`src/rtl/press_event_gen_pkg.sv`:
```
// Shared types and width helpers for the press event generator.
package press_event_gen_pkg;

    typedef enum logic [1:0] {
        ST_IDLE    = 2'd0,
        ST_PRESSED = 2'd1,
        ST_HELD    = 2'd2
    } press_state_e;

    function automatic int unsigned cnt_w(input int unsigned max_val);
        return (max_val < 1) ? 1 : $clog2(max_val + 1);
    endfunction

    localparam int unsigned DEF_SYNC_STAGES   = 2;
    localparam int unsigned DEF_STABLE_CYCLES = 16;
    localparam int unsigned DEF_LONG_CYCLES   = 1000;
    localparam int unsigned DEF_STABLE_W      = cnt_w(DEF_STABLE_CYCLES);
    localparam int unsigned DEF_HOLD_W        = cnt_w(DEF_LONG_CYCLES);

endpackage

```
`src/rtl/press_event_gen_sync_debounce.sv`:
```
// Synchronizer plus stability filter for a raw asynchronous input.
module sync_debounce
    import press_event_gen_pkg::*;
#(
    parameter int unsigned SYNC_STAGES   = DEF_SYNC_STAGES,
    parameter int unsigned STABLE_CYCLES = DEF_STABLE_CYCLES
) (
    input  logic i_clk,
    input  logic i_rst_n,
    input  logic i_in,
    output logic o_level,
    output logic o_rise,
    output logic o_fall
);

    localparam int unsigned CW = cnt_w(STABLE_CYCLES);

    if (SYNC_STAGES < 2) begin : g_bad_sync
        $error("SYNC_STAGES must be >= 2");
    end
    if (STABLE_CYCLES < 1) begin : g_bad_stable
        $error("STABLE_CYCLES must be >= 1");
    end

    logic [SYNC_STAGES-1:0] sync_q, sync_d;
    logic [CW-1:0]          cnt_q, cnt_d;
    logic                   level_q, level_d;
    logic                   synced;

    always_comb begin
        sync_d  = {sync_q[SYNC_STAGES-2:0], i_in};
        synced  = sync_q[SYNC_STAGES-1];
        cnt_d   = '0;
        level_d = level_q;
        // Any sample matching the current level restarts the count.
        if (synced != level_q) begin
            if (cnt_q == CW'(STABLE_CYCLES)) begin
                level_d = synced;
            end else begin
                cnt_d = cnt_q + CW'(1);
            end
        end
    end

    always_ff @(posedge i_clk or negedge i_rst_n) begin
        if (!i_rst_n) begin
            sync_q  <= '0;
            cnt_q   <= '0;
            level_q <= 1'b0;
        end else begin
            sync_q  <= sync_d;
            cnt_q   <= cnt_d;
            level_q <= level_d;
        end
    end

    assign o_level = level_q;
    assign o_rise  = level_d & ~level_q;
    assign o_fall  = ~level_d & level_q;

endmodule

```
`src/rtl/press_event_gen.sv`:
```
// Turns a debounced button into one-cycle count-enable / clear strobes.
module press_event_gen
    import press_event_gen_pkg::*;
#(
    parameter int unsigned SYNC_STAGES   = DEF_SYNC_STAGES,
    parameter int unsigned STABLE_CYCLES = DEF_STABLE_CYCLES,
    parameter int unsigned LONG_CYCLES   = DEF_LONG_CYCLES
) (
    input  logic i_clk,
    input  logic i_rst_n,
    input  logic i_in,
    output logic o_level,
    output logic o_en,
    output logic o_clear
);

    localparam int unsigned HW = cnt_w(LONG_CYCLES);

    if (LONG_CYCLES < 2) begin : g_bad_long
        $error("LONG_CYCLES must be >= 2");
    end

    logic         rise, fall;
    press_state_e state_q, state_d;
    logic [HW-1:0] hold_q, hold_d;
    logic         en_q, en_d;
    logic         clear_q, clear_d;

    sync_debounce #(
        .SYNC_STAGES  (SYNC_STAGES),
        .STABLE_CYCLES(STABLE_CYCLES)
    ) u_deb (
        .i_clk  (i_clk),
        .i_rst_n(i_rst_n),
        .i_in   (i_in),
        .o_level(o_level),
        .o_rise (rise),
        .o_fall (fall)
    );

    // rise/fall announce the level change landing on this edge,
    // so strobes line up with the registered o_level edge.
    always_comb begin
        state_d = state_q;
        hold_d  = hold_q;
        en_d    = 1'b0;
        clear_d = 1'b0;
        unique case (state_q)
            ST_IDLE: begin
                if (rise) begin
                    hold_d  = '0;
                    state_d = ST_PRESSED;
                end
            end
            ST_PRESSED: begin
                if (hold_q != HW'(LONG_CYCLES)) begin
                    hold_d = hold_q + HW'(1);
                end
                if (hold_q == HW'(LONG_CYCLES - 1)) begin
                    en_d    = 1'b1;
                    clear_d = 1'b1;
                    state_d = fall ? ST_IDLE : ST_HELD;
                end else if (fall) begin
                    en_d    = 1'b1;
                    state_d = ST_IDLE;
                end
            end
            ST_HELD: begin
                if (fall) begin
                    state_d = ST_IDLE;
                end
            end
            default: state_d = ST_IDLE;
        endcase
    end

    always_ff @(posedge i_clk or negedge i_rst_n) begin
        if (!i_rst_n) begin
            state_q <= ST_IDLE;
            hold_q  <= '0;
            en_q    <= 1'b0;
            clear_q <= 1'b0;
        end else begin
            state_q <= state_d;
            hold_q  <= hold_d;
            en_q    <= en_d;
            clear_q <= clear_d;
        end
    end

    assign o_en    = en_q;
    assign o_clear = clear_q;

endmodule

```
`config.mk`:
```
export PLATFORM = sky130hd
export DESIGN_NAME = press_event_gen
export DESIGN_NICKNAME = d
export VERILOG_FILES = /design/src/rtl/press_event_gen_pkg.sv /design/src/rtl/press_event_gen_sync_debounce.sv /design/src/rtl/press_event_gen.sv
export SDC_FILE = /design/constraint.sdc
export NUM_CORES = 1
export LEC_CHECK = 0
export BUFFER_PORTS_ARGS = -buffer_cell sky130_fd_sc_hd__buf_2
export CORE_MARGIN = 2
export CORE_UTILIZATION = 62
export DETAILED_ROUTE_END_ITERATION = 16
export PLACE_DENSITY = 0.88
export SLEW_MARGIN = 20
export SYNTH_ARGS = -nofsm -noshare
export SYNTH_HDL_FRONTEND = slang
export SYNTH_SLANG_ARGS = --single-unit
```
`constraint.sdc`:
```
create_clock -name i_clk -period 4.2 [get_ports i_clk]
set_input_delay 0.21 -clock i_clk [delete_from_list [all_inputs] [get_ports i_clk]]
set_output_delay 0.21 -clock i_clk [all_outputs]
set_load 0.1 [all_outputs]
```
# After elaboration in Yosys (flattened, before gate mapping)
# Index checks and enable logic that the tools add are counted.
totals:
  latchBits: 0
  out_inout_bits: 3
  reg_bits: 22
  mem_bits_ro: 0
  ramBits: 0
  in_bits: 3
  elab_cells: 41
  mem_count: 0
op_classes:
  n_shift: 0
  n_mux: 17
  eq_ne: 8
  n_div: 0
  n_mul: 0
  n_addsub: 2
  n_bitwise: 4
  n_lt_le_gt_ge: 0
  n_reduce_logical: 3
op_table:
  columns: ["op", "n"]
  rows:
  - ["$mux W10", 2]
  - ["$pmux W10 S2", 1]
  - ["$add A10 B1 Y10 const B", 1]
  - ["$eq A10 B10 Y1 const B", 1]
  - ["$mux W5", 2]
  - ["$ne A10 B10 Y1 const B", 1]
  - ["$mux W2", 4]
  - ["$mux W1", 7]
  - ["$pmux W2 S3", 1]
  - ["$add A5 B1 Y5 const B", 1]
  - ["$eq A5 B5 Y1 const B", 1]
  - ["$ne A2 B2 Y1 const B", 2]
  - ["$reduce_and A3 Y1", 1]
  - ["$and A1 B1 Y1", 2]
  - ["$eq A2 B1 Y1 const B", 1]
  - ["$eq A2 B2 Y1 const B", 1]
  - ["$logic_not A2 Y1", 1]
  - ["$not A1 Y1", 2]
  - ["$reduce_bool A2 Y1", 1]
  - ["$ne A1 B1 Y1", 1]

# Depth between registers and ports, before layout
logic_depth:
  depth_word: 8
  depth_mapped: 6

# Cells and area by module
# From an unflattened synthesis, not the netlist that was laid out.
hier_totals:
  hier_cells: 106
  area_unflattened_um2: 1143.6
by_module_without_submodules:
  columns: ["module", "n_inst", "seq_area_each_um2", "cells_each", "area_each_um2"]
  rows:
  - ["press_event_gen", 1, 350.3, 78, 780.7]
  - ["sync_debounce", 1, 200.2, 28, 362.8]

# Least setup slack after synthesis
# OpenSTA, ideal clock, no wires.
synth_timing:
  path_kind: "reg2reg"
  startpoint: "register u_deb.level_q (netlist: u_deb.o_level)"
  endpoint: "register hold_q[9]"
  arrival_ns: 1.787
  n_path_buf: 0
  path_stages_with_launch: 5
  setup_ns: 0.083
  t_required_ns: 4.117
  setup_slack_ns: 2.330
  cell_sequence: "dfrtp_1 inv_1 a31oi_4 or4_1 a21oi_1"
synth_between:
  elab_chain_cells: 5
synth_rtl:
  columns: ["item", "line", "text"]
  rows:
  - ["start, declared", "press_event_gen_sync_debounce.sv:27", "logic level_q, level_d;"]
  - ["start signal, assigned", "press_event_gen_sync_debounce.sv:53", "level_q <= level_d;"]
  - ["$mux W1 / $ne A1 B1 Y1 (equally long branches)", "press_event_gen_sync_debounce.sv:37, press_event_gen_sync_debounce.sv:36", null]
  - ["$mux W1", "press_event_gen_sync_debounce.sv:36", "if (synced != level_q) begin"]
  - ["$and A1 B1 Y1 *", "press_event_gen_sync_debounce.sv:58", "assign o_rise = level_d & ~level_q;"]
  - ["$ne A2 B2 Y1 (no line) *", null, null]
  - ["$reduce_and A3 Y1 (no line) *", null, null]
  - ["end signal, assigned", "press_event_gen.sv:85", "hold_q <= hold_d;"]
  - ["end, declared", "press_event_gen.sv:25", "logic [HW-1:0] hold_q, hold_d;"]
# Mark *: on every way between the ends. The rest lies on a longest branch, timed or not.
# A chain may end at the register's enable or synchronous reset.

# Final worst setup path
layout_timing:
  startpoint: "register u_deb.cnt_q[0]"
  endpoint: "register hold_q[6]"
layout_between:
  elab_chain_cells: 6
layout_rtl:
  columns: ["item", "line", "text"]
  rows:
  - ["start, declared", "press_event_gen_sync_debounce.sv:26", "logic [CW-1:0] cnt_q, cnt_d;"]
  - ["start signal, assigned", "press_event_gen_sync_debounce.sv:52", "cnt_q <= cnt_d;"]
  - ["$eq A5 B5 Y1", "press_event_gen_sync_debounce.sv:37", "if (cnt_q == CW'(STABLE_CYCLES)) begin"]
  - ["$mux W1", "press_event_gen_sync_debounce.sv:37", null]
  - ["$mux W1", "press_event_gen_sync_debounce.sv:36", null]
  - ["$and A1 B1 Y1", "press_event_gen_sync_debounce.sv:58", null]
  - ["$ne A2 B2 Y1 (no line)", null, null]
  - ["$reduce_and A3 Y1 (no line)", null, null]
# Every way passes these cells.

==> results <==
- The flow ran to the end, and the final reports show no timing, DRC or antenna violations.
- Summed over all cells, the static leakage comes to 0.554 nW.
- The synthesized area per cell is roughly 10 µm².
- The worst setup timing slack at the placement stage is 2170 ps.
- CTS built an H-tree with a depth of 1.
- The count of antenna-violating nets left after detailed routing is 0.
- Summing all multi-input logic gate instances after layout gives 534 µm².
- The worst setup slack after layout is around 2300 ps.
- The largest fanout on the critical path is 9.
- The largest net degree at the start of global routing is 23.
- Fill cells in the final layout number between 100 and 150.
- At the worst endpoint, the required time is ~4400 ps.
- In this run the critical register-to-register path is launched from u_deb.cnt_q[0].
- Setup total negative slack on the finished layout was measured at 0 ps.
- Once layout is complete, the utilization of the core stands at 0.724.
- The die outline width is 46.2 µm.
- The wire-length estimate of the detail-placed layout is between 1000 and 1500 µm.
- The number of placed instances, taps included is approximately 140.
- The worst max-slew margin expressed relative to the limit is 0.584.
- In this run the vertical extent of the chip is 46.2 µm.
- The number of DRC violations after detailed-routing iteration 0 is 25.
- The timing-limited maximum frequency is roughly 530 MHz.
- The type of the worst min-delay path is input pin to asynchronous set/reset pin.
- Internal power comes to approximately 0.4 mW.
- For this run the aggregate overflow at the end of global routing stands at 0.
- In the global route stage, overall resource usage came out at 0.251.
- The largest single stage delay on the critical path is roughly 500 ps.
- The category of the worst setup path capture point is a flop.
- The number of CTS-inserted buffers is 3.
- The routed wire length per instance is about 15 µm.
- The power dissipated by switching net loads is between 0.15 and 0.2 mW.
- Of the total power, the share spent switching nets is 0.292.
- The CTS tree is done.
- The area used by sequential logic in the layout is approximately 550 µm².
- Routability-driven placement finished with a final weighted congestion of approximately 0.86.
- The clock latency on the worst-skew pair is slightly above 300 ps.
- The post-cts gate resize count is 0.
- The slew at the pin closest to its max-slew limit is approximately 620 ps.
- The final count of hold timing violations came to 0.
- Across the run, the number of max-cap violations was 0.
- The setup path with the least slack is of type flop to flop.
- The antenna diode count is 0.
- The cell area power density is 456 mW/mm².
- The total count of max-transition violations in the final report came to 0.
- Yosys printed 0 warnings.
- The number of global-route vias before repair is just under 800.
- The final cell count without fillers is ~140.
- By instance count, the cell type seen most on the critical path is sky130_fd_sc_hd__a21oi_1.
- The worst setup path is launched from a flop.
- The clock arrives with 5.02 ps of skew.
- During placement, the flow inserted port buffers numbering 5.
- The floorplan step defined a core boundary enclosing roughly 0.0017 mm².
- The initial standard-cell utilization of the core is 0.648.
- The cell depth of the worst flop-to-flop path is 6.
- The sequential-to-total area share from yosys stat is 0.498.
- Setup repair after global routing left no endpoint under its margin.
- The number of distinct standard cells referenced by the synthesized netlist is 31.
- The detailed-route vias per instance is approximately 6.
- The post-CTS setup-driven buffer insertion count is 0.
- Of the cells placed in the final design, the portion with a size suffix greater than 1 is 0.101.
- The initial antenna violation count came to 0.
- After technology mapping, the gate count stands at 109.
- Dividing the final minimum period by the clock period gives 0.447.
- The root buffer cell is sky130_fd_sc_hd__clkbuf_4.
- The endpoint identified for the worst register-to-register timing path is hold_q[6].
- The floorplan has 15 rows.
- The sequential cell fraction of total power is 0.514.
- After clock tree synthesis, the clock-pin slew on the worst setup and hold paths is approximately 130 ps.
- In the routed design, unresolved DRC markers number 0.
- The number of iterations in the first detailed-routing pass is 4.
- Of the total power, the clock network draws 0.288.
- The smallest clock period supported by the final layout is computed as 1880 ps.
- Walking the worst path, the cells encountered are inv_1, ha_1, and4bb_2, a21oi_1, o21ai_0, a21oi_1.
- The share of total power dissipated in combinational logic is 0.198.
- The count of endpoints failing setup in the final report is 0.
- The finished layout cell area is between 0.001 and 0.0015 mm².
- The overall via count from detail_route is 864.
- From synthesis to final layout, the design area changed by 11.8%.
- Counting flops and latches in the post-synthesis netlist gives 22.
- The post-detailed-routing wire length is ~2100 µm.
- Across all register-to-register paths, the minimum setup slack is about 2300 ps.
- The synthesized cell area is roughly 0.0011 mm².
- Counting along the longest clock path gives a buffer depth of 2.
- Together, buffers and inverters on the worst path number 1.
- The worst voltage drop across the vdd grid is around 0.43 mV.
- 6 I/O pins were placed.
- On the critical path, the stage with the largest delay is an instance of sky130_fd_sc_hd__a21oi_1.
- The wire length of the first global-routing pass is about 3700 µm.
- The clock net in this run drives a total of 22 sinks.
- The completed layout was analyzed and its total power is between 0.5 and 0.6 mW.
- The floorplan step defined a die boundary enclosing between 0.002 and 0.0025 mm².
- For the worst setup path, the data arrival time is 2120 ps.
- The final layout net count is ~130.
- In this run the cell area measured after placement is 0.00116 mm².
- The kind of cell with the highest combined delay on the critical path is compound AO/OA/AOI/OAI gates.
- The number of nets handed over by synthesis was between 100 and 150.
- The worst-case hold slack is around 380 ps.
[layout by cell type (no fill, tap or decap), types with 3 or more instances in the layout]
| cell | Yosys | layout |
|---|---|---|
| sky130_fd_sc_hd__dfrtp_1 | 22 | 22 |
| sky130_fd_sc_hd__a21oi_1 | 11 | 11 |
| sky130_fd_sc_hd__o21ai_0 | 8 | 8 |
| sky130_fd_sc_hd__nand2_1 | 7 | 7 |
| sky130_fd_sc_hd__inv_1 | 6 | 6 |
| sky130_fd_sc_hd__or3_1 | 6 | 6 |
| sky130_fd_sc_hd__nand3_1 | 5 | 5 |
| sky130_fd_sc_hd__nor2_1 | 5 | 5 |
| sky130_fd_sc_hd__buf_2 | 1 | 5 |
| sky130_fd_sc_hd__ha_1 | 4 | 4 |
| sky130_fd_sc_hd__and2_1 | 3 | 3 |
| sky130_fd_sc_hd__nor2b_1 | 3 | 3 |
| sky130_fd_sc_hd__o31ai_1 | 3 | 3 |
| sky130_fd_sc_hd__clkbuf_4 | 0 | 3 |
[how the worst max path moves through the flow]
stage	cells past startpoint	from	slack, ps	to
after floorplan	4	u_deb.o_level	2330	hold_q[9]
after global placement	6	u_deb.cnt_q[0]	2200	hold_q[3]
after detailed placement	6	u_deb.cnt_q[0]	2170	hold_q[6]
after CTS	6	u_deb.cnt_q[0]	2090	hold_q[9]
after global routing	6	u_deb.cnt_q[0]	2100	hold_q[6]
final	6	u_deb.cnt_q[0]	2320	hold_q[6]
[worst reg2reg max path: cells and delay by family, from the launching register on]
kind	cells	cell delay, ps
adder cells (fa/ha/maj)	1	200
buffers and inverters	1	60
flip-flops	1	410
AO/OA/AOI/OAI	3	870
AND/OR/NAND/NOR	1	270
[cell families (layout without fill, tap and decap cells)]
family | count (synthesis) | in the layout | share of synthesized area
simple gates | 44 | 44 | 0.238
compound gates | 27 | 27 | 0.154
flops | 22 | 22 | 0.498
buf+inv | 7 | 17 | 0.0249
fa+ha+maj | 4 | 4 | 0.0453
xor+xnor | 4 | 4 | 0.0317
mux | 1 | 1 | 0.00905
[sequential cells by signal (all words and copies together) (netlist names)]
signal         count
u_deb.sync_q       2
u_deb.o_level      1
o_clear            1
hold_q            10
state_q            2
o_en               1
u_deb.cnt_q        5
[cell usage after synthesis]
cell | n | share of area
sky130_fd_sc_hd__a21oi_1 | 11 | 0.050
sky130_fd_sc_hd__a22oi_1 | 1 | 0.0068
sky130_fd_sc_hd__a31oi_4 | 1 | 0.019
sky130_fd_sc_hd__a32oi_1 | 1 | 0.0079
sky130_fd_sc_hd__and2_1 | 3 | 0.017
sky130_fd_sc_hd__and3_1 | 1 | 0.0057
sky130_fd_sc_hd__and3b_1 | 2 | 0.016
sky130_fd_sc_hd__and4bb_2 | 1 | 0.011
sky130_fd_sc_hd__buf_2 | 1 | 0.0045
sky130_fd_sc_hd__dfrtp_1 | 22 | 0.50
sky130_fd_sc_hd__ha_1 | 4 | 0.045
sky130_fd_sc_hd__inv_1 | 6 | 0.020
sky130_fd_sc_hd__mux2i_1 | 1 | 0.0091
sky130_fd_sc_hd__nand2_1 | 7 | 0.024
sky130_fd_sc_hd__nand2b_1 | 2 | 0.011
sky130_fd_sc_hd__nand3_1 | 5 | 0.023
sky130_fd_sc_hd__nand4_1 | 2 | 0.011
sky130_fd_sc_hd__nand4b_1 | 1 | 0.0079
sky130_fd_sc_hd__nand4bb_1 | 1 | 0.010
sky130_fd_sc_hd__nor2_1 | 5 | 0.017
sky130_fd_sc_hd__nor2b_1 | 3 | 0.017
sky130_fd_sc_hd__nor3b_1 | 2 | 0.014
sky130_fd_sc_hd__nor4_1 | 1 | 0.0057
sky130_fd_sc_hd__o211ai_1 | 1 | 0.0068
sky130_fd_sc_hd__o21a_1 | 1 | 0.0068
sky130_fd_sc_hd__o21ai_0 | 8 | 0.036
sky130_fd_sc_hd__o31ai_1 | 3 | 0.020
sky130_fd_sc_hd__or3_1 | 6 | 0.034
sky130_fd_sc_hd__or4_1 | 2 | 0.014
sky130_fd_sc_hd__xnor2_1 | 2 | 0.016
sky130_fd_sc_hd__xor2_1 | 2 | 0.016
[layout make-up]
type                       count  area share
sequential                    22       0.445
multi-input combinational     80       0.432
timing repair buffer           7      0.0364
tap                           25      0.0253
clock inverter                 1      0.0243
clock buffer                   3      0.0182
inverter                       6      0.0182
[layer usage]
metal	global-route usage	wire [µm]
met3	0.0353	81
met1	0.370	1010
met5	0	0
met2	0.372	1000
met4	0.103	30
[power by group through the flow]
stage | clock (mW) | combinational (mW) | sequential [mW]
after floorplan | 0 | 0.0876 | 0.281
after global placement | 0 | 0.101 | 0.290
after detailed placement | 0 | 0.106 | 0.291
after CTS | 0.166 | 0.112 | 0.288
after global routing | 0.172 | 0.129 | 0.296
final | 0.162 | 0.112 | 0.290
[timing repair]
action                                  in CTS  in global routing
endpoints found under the setup margin       0                  0
hold buffers                                 2                  0
hold endpoints to repair                    23                  0
(Power assumes the default switching activity.)
